$ cat config.mk
export PLATFORM = sky130hd
export DESIGN_NAME = cart_header_loader
export DESIGN_NICKNAME = d
export VERILOG_FILES = /design/src/rtl/cart_header_loader.sv
export SDC_FILE = /design/constraint.sdc
export NUM_CORES = 1
export LEC_CHECK = 0
export CAP_MARGIN = 20
export CORE_ASPECT_RATIO = 0.5
export CORE_UTILIZATION = 38
export CTS_CLUSTER_SIZE = 40
export DETAILED_ROUTE_END_ITERATION = 8
export PLACE_DENSITY_LB_ADDON = 0.05
export SLEW_MARGIN = 10
export SYNTH_ARGS = -nofsm -noshare
export SYNTH_HDL_FRONTEND = slang
export SYNTH_SLANG_ARGS = --single-unit
$ cat constraint.sdc
create_clock -name clk -period 3.7 [get_ports clk]
set_input_delay 0.74 -clock clk [delete_from_list [all_inputs] [get_ports clk]]
set_output_delay 0.74 -clock clk [all_outputs]
set_load 0.01 [all_outputs]
$ cat src/rtl/cart_header_loader.sv
// cart_header_loader
//   Boot-time sequencer that reads cartridge header bytes HDR_FIRST..HDR_LAST
//   over a request/acknowledge port. It latches the cartridge type and the
//   ROM/RAM size codes and verifies the header checksum. The MBC is held in
//   reset until loading ends.
//
// Ports:
//   clk        system clock, rising edge
//   reset      synchronous active-low reset
//   mem_adr    header byte address, stable while mem_rd=1
//   mem_rd     read request
//   mem_ack    read acknowledge, mem_data valid in the same cycle
//   mem_data   read data
//   cart_type  header byte 0x0147 (0 until done)
//   rom_size   clamped ROM size code to MBC (0 until done)
//   ram_size   mapped RAM size code to MBC (0 until done)
//   mbc_reset  active-high MBC reset, high while loading
//   done       loading finished (ok or error), sticky until reset
//   hdr_ok     header checksum matched, valid when done=1
//   err        ack timeout occurred
module cart_header_loader #(
    parameter logic [15:0] HDR_FIRST   = 16'h0134,
    parameter logic [15:0] HDR_LAST    = 16'h014D,
    parameter int unsigned ACK_TIMEOUT = 1023
) (
    input  logic        clk,
    input  logic        reset,
    output logic [15:0] mem_adr,
    output logic        mem_rd,
    input  logic        mem_ack,
    input  logic [7:0]  mem_data,
    output logic [7:0]  cart_type,
    output logic [2:0]  rom_size,
    output logic [1:0]  ram_size,
    output logic        mbc_reset,
    output logic        done,
    output logic        hdr_ok,
    output logic        err
);

    localparam logic [15:0] CART_TYPE_ADR = 16'h0147;
    localparam logic [15:0] ROM_SIZE_ADR  = 16'h0148;
    localparam logic [15:0] RAM_SIZE_ADR  = 16'h0149;
    localparam logic [9:0]  TMO_LIMIT     = 10'(ACK_TIMEOUT);

    typedef enum logic [2:0] {
        IDLE,
        REQ,
        GAP,
        DONE,
        ERR
    } state_t;

    state_t      state;
    logic [7:0]  csum;
    logic [9:0]  tmo_cnt;
    logic [7:0]  cap_type;
    logic [2:0]  cap_rom;
    logic [1:0]  cap_ram;

    always_ff @(posedge clk) begin
        if (!reset) begin
            state     <= IDLE;
            mem_rd    <= 1'b0;
            mem_adr   <= HDR_FIRST;
            cart_type <= '0;
            rom_size  <= '0;
            ram_size  <= '0;
            mbc_reset <= 1'b1;
            done      <= 1'b0;
            hdr_ok    <= 1'b0;
            err       <= 1'b0;
            csum      <= '0;
            tmo_cnt   <= '0;
            cap_type  <= '0;
            cap_rom   <= '0;
            cap_ram   <= '0;
        end else begin
            case (state)
                IDLE: begin
                    state   <= REQ;
                    mem_rd  <= 1'b1;
                    mem_adr <= HDR_FIRST;
                    tmo_cnt <= '0;
                end

                REQ: begin
                    if (mem_ack) begin
                        // Field captures go to shadow registers; outputs
                        // only change once the whole header is in.
                        if (mem_adr == CART_TYPE_ADR)
                            cap_type <= mem_data;
                        if (mem_adr == ROM_SIZE_ADR)
                            cap_rom <= (mem_data <= 8'd6) ? mem_data[2:0] : 3'd6;
                        if (mem_adr == RAM_SIZE_ADR) begin
                            case (mem_data)
                                8'd0:    cap_ram <= 2'd0;
                                8'd1:    cap_ram <= 2'd2;
                                8'd2:    cap_ram <= 2'd2;
                                default: cap_ram <= 2'd3;
                            endcase
                        end

                        mem_rd <= 1'b0;
                        if (mem_adr == HDR_LAST) begin
                            state     <= DONE;
                            hdr_ok    <= (mem_data == csum);
                            done      <= 1'b1;
                            mbc_reset <= 1'b0;
                            cart_type <= cap_type;
                            rom_size  <= cap_rom;
                            ram_size  <= cap_ram;
                        end else begin
                            state <= GAP;
                            csum  <= csum - mem_data - 8'd1;
                        end
                    end else if (tmo_cnt == TMO_LIMIT) begin
                        // Limit reached with no ack: abort with safe defaults.
                        state     <= ERR;
                        mem_rd    <= 1'b0;
                        done      <= 1'b1;
                        err       <= 1'b1;
                        hdr_ok    <= 1'b0;
                        mbc_reset <= 1'b0;
                        cart_type <= '0;
                        rom_size  <= '0;
                        ram_size  <= '0;
                    end else begin
                        tmo_cnt <= tmo_cnt + 10'd1;
                    end
                end

                GAP: begin
                    state   <= REQ;
                    mem_rd  <= 1'b1;
                    mem_adr <= mem_adr + 16'd1;
                    tmo_cnt <= '0;
                end

                DONE: state <= DONE;

                ERR: state <= ERR;

                default: state <= IDLE;
            endcase
        end
    end

endmodule
## After elaboration in Yosys (flattened, before gate mapping)

Cells that the tools add are included.

| storage, ports and cells | value |
|---|---|
| word-level logic and storage cells | 82 |
| flip-flop bits (word level) | 68 |

| operators by class | value |
|---|---|
| muxes and demuxes | 29 |
| bitwise operators | 2 |
| reductions and logical operators | 15 |
| eq/ne operators | 16 |
| $lt $le $gt $ge | 1 |
| $add $sub $neg | 4 |

Operators with widths:

| cell | count |
|---|---|
| $eq A16 B9 Y1 const B | 4 |
| $pmux W16 S2 | 1 |
| $mux W8 | 3 |
| $reduce_and A3 Y1 | 7 |
| $mux W10 | 2 |
| $pmux W10 S2 | 1 |
| $mux W3 | 6 |
| $add A16 B1 Y16 const B | 1 |
| $pmux W3 S4 | 1 |
| $add A10 B1 Y10 const B | 1 |
| $eq A10 B10 Y1 const B | 1 |
| $mux W1 | 10 |
| $eq A8 B1 Y1 const B | 1 |
| $eq A8 B2 Y1 const B | 1 |
| $eq A8 B8 Y1 | 1 |
| $le A8 B3 Y1 const B | 1 |
| $logic_not A8 Y1 | 1 |
| $sub A8 B1 Y8 const B | 1 |
| $sub A8 B8 Y8 | 1 |
| $eq A3 B2 Y1 const B | 2 |
| $mux W2 | 3 |
| $reduce_bool A2 Y1 | 3 |
| $ne A2 B2 Y1 const B | 2 |
| $pmux W2 S2 | 1 |
| 9 further kinds | 11 |

## Depth between registers and ports, before layout

| depth | value |
|---|---|
| depth after elaboration | 4 |
| mapped depth | 9 |
| mapped depth without buffers | 9 |

## Worst setup path before layout

OpenSTA, ideal clock, no wires.

| timing | value |
|---|---|
| path type | input-to-reg |
| from | input port mem_data[2] |
| to | register csum[7] |
| required time | 3.628 ns |
| setup time | 0.072 ns |
| path buffers | 0 |
| path slack | 1.418 ns |
| stages | 7 |
| arrival | 2.211 ns |
| cells stage by stage | inv_1 > ha_1 > a21oi_1 > a21oi_1 > or4_1 > a21oi_1 > mux2i_1 |

| between the ends | value |
|---|---|
| longest elaborated chain between the ends | 2 |

RTL lines:

| what | RTL line | source |
|---|---|---|
| from (decl) | 31 | `input logic [7:0] mem_data,` |
| $sub A8 B8 Y8 | 115 | `csum <= csum - mem_data - 8'd1;` |
| $sub A8 B1 Y8 | 115 |  |
| to (signal assigned) | 115 |  |
| to (decl) | 55 | `logic [7:0] csum;` |

No other way between the ends.
A chain may end at the register's enable or synchronous reset.

## Worst setup path after layout

| timing | value |
|---|---|
| from | input port mem_ack |
| to | register hdr_ok |

| between the ends | value |
|---|---|
| longest elaborated chain between the ends | 2 |

RTL lines:

| what | RTL line | source |
|---|---|---|
| from (decl) | 30 | `input logic mem_ack,` |
| $ne A2 B1 Y1 (no source line) / $reduce_bool A2 Y1 (equally long branches) | -- |  |
| $reduce_and A3 Y1 (no source line) | -- |  |
| to (signal assigned) | 107 | `hdr_ok <= (mem_data == csum);` |
| to (decl) | 37 | `output logic hdr_ok,` |

Several ways; a longest one is shown, not always the timed one.

==> run metrics <==
via count=about 2900; synthesized net count=403; count of endpoints failing hold in the final timing report=0; Crit path largest cell delay=0.58 ns; HPWL after detailed placement=6090 um; highest metal layer used by the detailed router=met4; largest net degree at the start of global routing=20; syn avg cell area=8.57 um^2; Syn Std Cell Area=3260 um^2; crit path max-delay cell type=sky130_fd_sc_hd__or4_1; CP delay by family, top=simple AND/OR/NAND/NOR gates; first-pass GRT wire length=14000 um; effective utilization at floorplan=~40%; Non-Filler Cell Area, Final=4130 um^2; Gates resized, CTS repair=0; detailed-route DRC error count=0; worst hold path class=reg2reg; number of buffers inserted by port buffering=44; total power consumption of the routed design=around 1.8 mW; Max-Slew Margin vs Limit=between 50% and 60%; number of levels the H-tree was split into=3; residual antenna-violating net count after detailed routing=0; num ports=45; category of the most critical setup path=in2reg; largest fanout of any net on the critical path=16; Arrival @ worst endpoint=about 3 ns; buffer type at the clock tree root=sky130_fd_sc_hd__clkbuf_16; clock latency reported for the late side of the worst-skew pair=between 0.3 and 0.4 ns; 1st-pass router iterations=4; final WL=about 8400 um; die outline width=133 um; leading cell type in the layout, fill and taps excluded=sky130_fd_sc_hd__dfxtp_1; post-route clock period utilization=73.9%; final cell count without fillers=542; worst reg2reg path startpoint=mem_adr[8]$_SDFFE_PN1N_; number of buffers created by CTS=9; critical-path cell list=clkdlybuf4s50_1 -> or4b_4 -> nor4_4 -> a21oi_2 -> or4_1 -> a21oi_1; total setup violations reported at the end of the flow=0; count of warnings emitted by yosys=0; antenna violations before repair=0; worst hold path depth=2; Fill cells=around 770; Critical path buffers and inverters=1; number of placement rows=23; instance area at placement=between 3000 and 4000 um^2; Total Die Area=8970 um^2; GRT Residual Overflow=0; Met2 Wirelength=3660 um; leading cell types in the layout, fill and taps excluded=sky130_fd_sc_hd__dfxtp_1 (68), sky130_fd_sc_hd__nor2_1 (44), sky130_fd_sc_hd__clkdlybuf4s50_1 (44), sky130_fd_sc_hd__nand2_1 (37), sky130_fd_sc_hd__nand3_1 (29); Reg area=approximately 1400 um^2; clock tree from TritonCTS=done; Layout Area Growth over Synthesis=26.8%; maximum clock frequency=366 MHz; Worst-path clk slew=about 0.06 ns; Die Height=a little under 70 um; number of vias per cell=5.28; Post-CTS Hold Fix Bufs=0; violation count after the first detailed-routing iteration=141; max-capacitance violation count=0; flip-flop cell with the highest count after synthesis=sky130_fd_sc_hd__dfxtp_1; result of the run=completed; final layout net count=448; power density cells=between 400 and 500 nW/um^2; reg2reg end=hdr_ok$_SDFFE_PN0P_; proportion of register bits with asynchronous set or reset after synthesis=0%; data required time of the critical path=about 4.0 ns; RSZ-0062 raised after global routing=no; maximum clock skew at final layout=0.00738 ns; peak supply drop=366 uV; core box area=8140 um^2; Hold Path End=cart_type[4]$_SDFFE_PN0P_; met3 wire len=343 um; worst reg-to-reg setup slack=around 1.2 ns; detailed-routing wirelength on met1=4330 um; synthesis-stage register bit count=~70; Clock Sink Count=68; clock period minus final worst setup slack=2.73 ns; aggregate negative setup slack=0 ns; number of enable flip-flop cells after synthesis=0; sort of element at the end of the critical path=flop; slew at the pin with the worst max-slew slack=0.742 ns; Yosys cell types=52; maximum buffer depth of the clock tree=2; GPL Wtd Cong=0.802; average wire per cell in the routed design=15.5 um; number of global-route vias before repair=2761; Hold Crit Start=cart_type[4]$_SDFFE_PN0P_; area used by multi-input combinational logic=between 1500 and 2000 um^2; global router's overall resource usage=20.7%; Pleak=1.56 nW; diode insertion count for antenna repair=0; fraction of layout instances using a drive strength above 1=around 6.5%; count of placed standard cells including taps=526; startpoint class of the critical path=primary input; share of the yosys chip area belonging to registers=41.8%; number of cells traversed by the worst register-to-register path=5; number of setup buffers added after CTS=0; synthesized instance count=380; max-slew violations=0
-- synth_stat cells (2+ instances only) --
master                     instances  area (um^2)
sky130_fd_sc_hd__a21boi_0          2         15.0
sky130_fd_sc_hd__a21o_1            4         30.0
sky130_fd_sc_hd__a21oi_1          25          125
sky130_fd_sc_hd__a311oi_1          2         17.5
sky130_fd_sc_hd__a31oi_1           4         25.0
sky130_fd_sc_hd__and2_1            4         25.0
sky130_fd_sc_hd__and3_1            6         37.5
sky130_fd_sc_hd__and4b_1           2         20.0
sky130_fd_sc_hd__buf_2             2         10.0
sky130_fd_sc_hd__clkbuf_1         10         37.5
sky130_fd_sc_hd__dfxtp_1          68         1360
sky130_fd_sc_hd__ha_1             11          138
sky130_fd_sc_hd__inv_1            16         60.1
sky130_fd_sc_hd__mux2i_1          19          190
sky130_fd_sc_hd__nand2_1          37          139
sky130_fd_sc_hd__nand3_1          29          145
sky130_fd_sc_hd__nand4_1          12         75.1
sky130_fd_sc_hd__nor2_1           44          165
sky130_fd_sc_hd__nor2b_1           5         31.3
sky130_fd_sc_hd__nor3_1           13         65.1
sky130_fd_sc_hd__nor4_1            3         18.8
sky130_fd_sc_hd__nor4b_1           2         17.5
sky130_fd_sc_hd__o211ai_1          2         15.0
sky130_fd_sc_hd__o21a_1            5         37.5
sky130_fd_sc_hd__o21ai_0           4         20.0
sky130_fd_sc_hd__o31ai_1           2         15.0
sky130_fd_sc_hd__or2_2             2         12.5
sky130_fd_sc_hd__or4_1             5         37.5
sky130_fd_sc_hd__xnor2_1           3         26.3
sky130_fd_sc_hd__xor2_1           15          131
-- layout make-up --
type | count | area share (%)
multi-input combinational | 282 | 42.9
inverter | 16 | 1.45
clock inverter | 7 | 2.39
timing repair buffer | 48 | 11.4
tap | 112 | 3.39
sequential | 68 | 33.0
clock buffer | 9 | 5.45
-- worst max-delay path by stage --
stage / start / endpoint / slack (ns) / cells past startpoint
detailed placement: mem_ack / hdr_ok$_SDFFE_PN0P_ / 0.64 / 6
global route: mem_ack / hdr_ok$_SDFFE_PN0P_ / 0.87 / 6
floorplan: mem_data[2] / csum[7]$_SDFFE_PN0P_ / 1.42 / 7
CTS: mem_ack / hdr_ok$_SDFFE_PN0P_ / 0.98 / 6
global placement: mem_ack / hdr_ok$_SDFFE_PN0P_ / 0.74 / 6
finish: mem_ack / hdr_ok$_SDFFE_PN0P_ / 0.97 / 6
-- routing by layer --
layer / vias to the layer above / GRT usage, %
met1: 1352 / 27.7
met4: 0 / 7.76
met2: 55 / 32.5
met3: 7 / 5.33
li1: 1447 / -
met5: - / 0
-- worst register-to-register path, cell delays in order (launching register included) --
cell	delay, ns
sky130_fd_sc_hd__dfxtp_1	0.41
sky130_fd_sc_hd__nor4b_1	0.61
sky130_fd_sc_hd__and4_1	0.43
sky130_fd_sc_hd__a21oi_2	0.24
sky130_fd_sc_hd__or4_1	0.58
sky130_fd_sc_hd__a21oi_1	0.15
-- flip-flops by register name (all words and copies together) (netlist names) --
signal,count
mem_rd,1
rom_size,3
csum,8
hdr_ok,1
err,1
mem_adr,16
cap_type,8
cart_type,8
done,1
tmo_cnt,10
ram_size,2
state,3
mbc_reset,1
cap_rom,3
cap_ram,2
-- power by group --
group | leakage, nW | switching, mW | internal (mW)
combinational | 0.852 | 0.0724 | 0.0511
clock | 0.156 | 0.343 | 0.593
sequential | 0.550 | 0.00908 | 0.741
-- kinds of logic (layout without fill, tap and decap cells) --
family / Yosys count / in the layout / synth area share (%)
adders and majority gates: 12 / 12 / 4.84
buffers and inverters: 30 / 80 / 3.76
AOI/OAI and AO/OA: 60 / 60 / 11.7
and+or+nand+nor: 172 / 172 / 26.9
xor gates and xnor gates: 18 / 18 / 4.84
muxes: 20 / 20 / 6.19
DFF: 68 / 68 / 41.8
-- stage by stage --
step | util (%) | hold WS [ns] | setup slack [ns]
finish | 50.7 | 0.454 | 0.965
floorplan | - | 0.436 | 1.42
CTS | 50.7 | 0.455 | 0.978
global route | 50.7 | 0.464 | 0.869
detailed placement | 46.7 | 0.447 | 0.642
global placement | 46.7 | 0.447 | 0.736
Power figures use the tool's default switching activity.
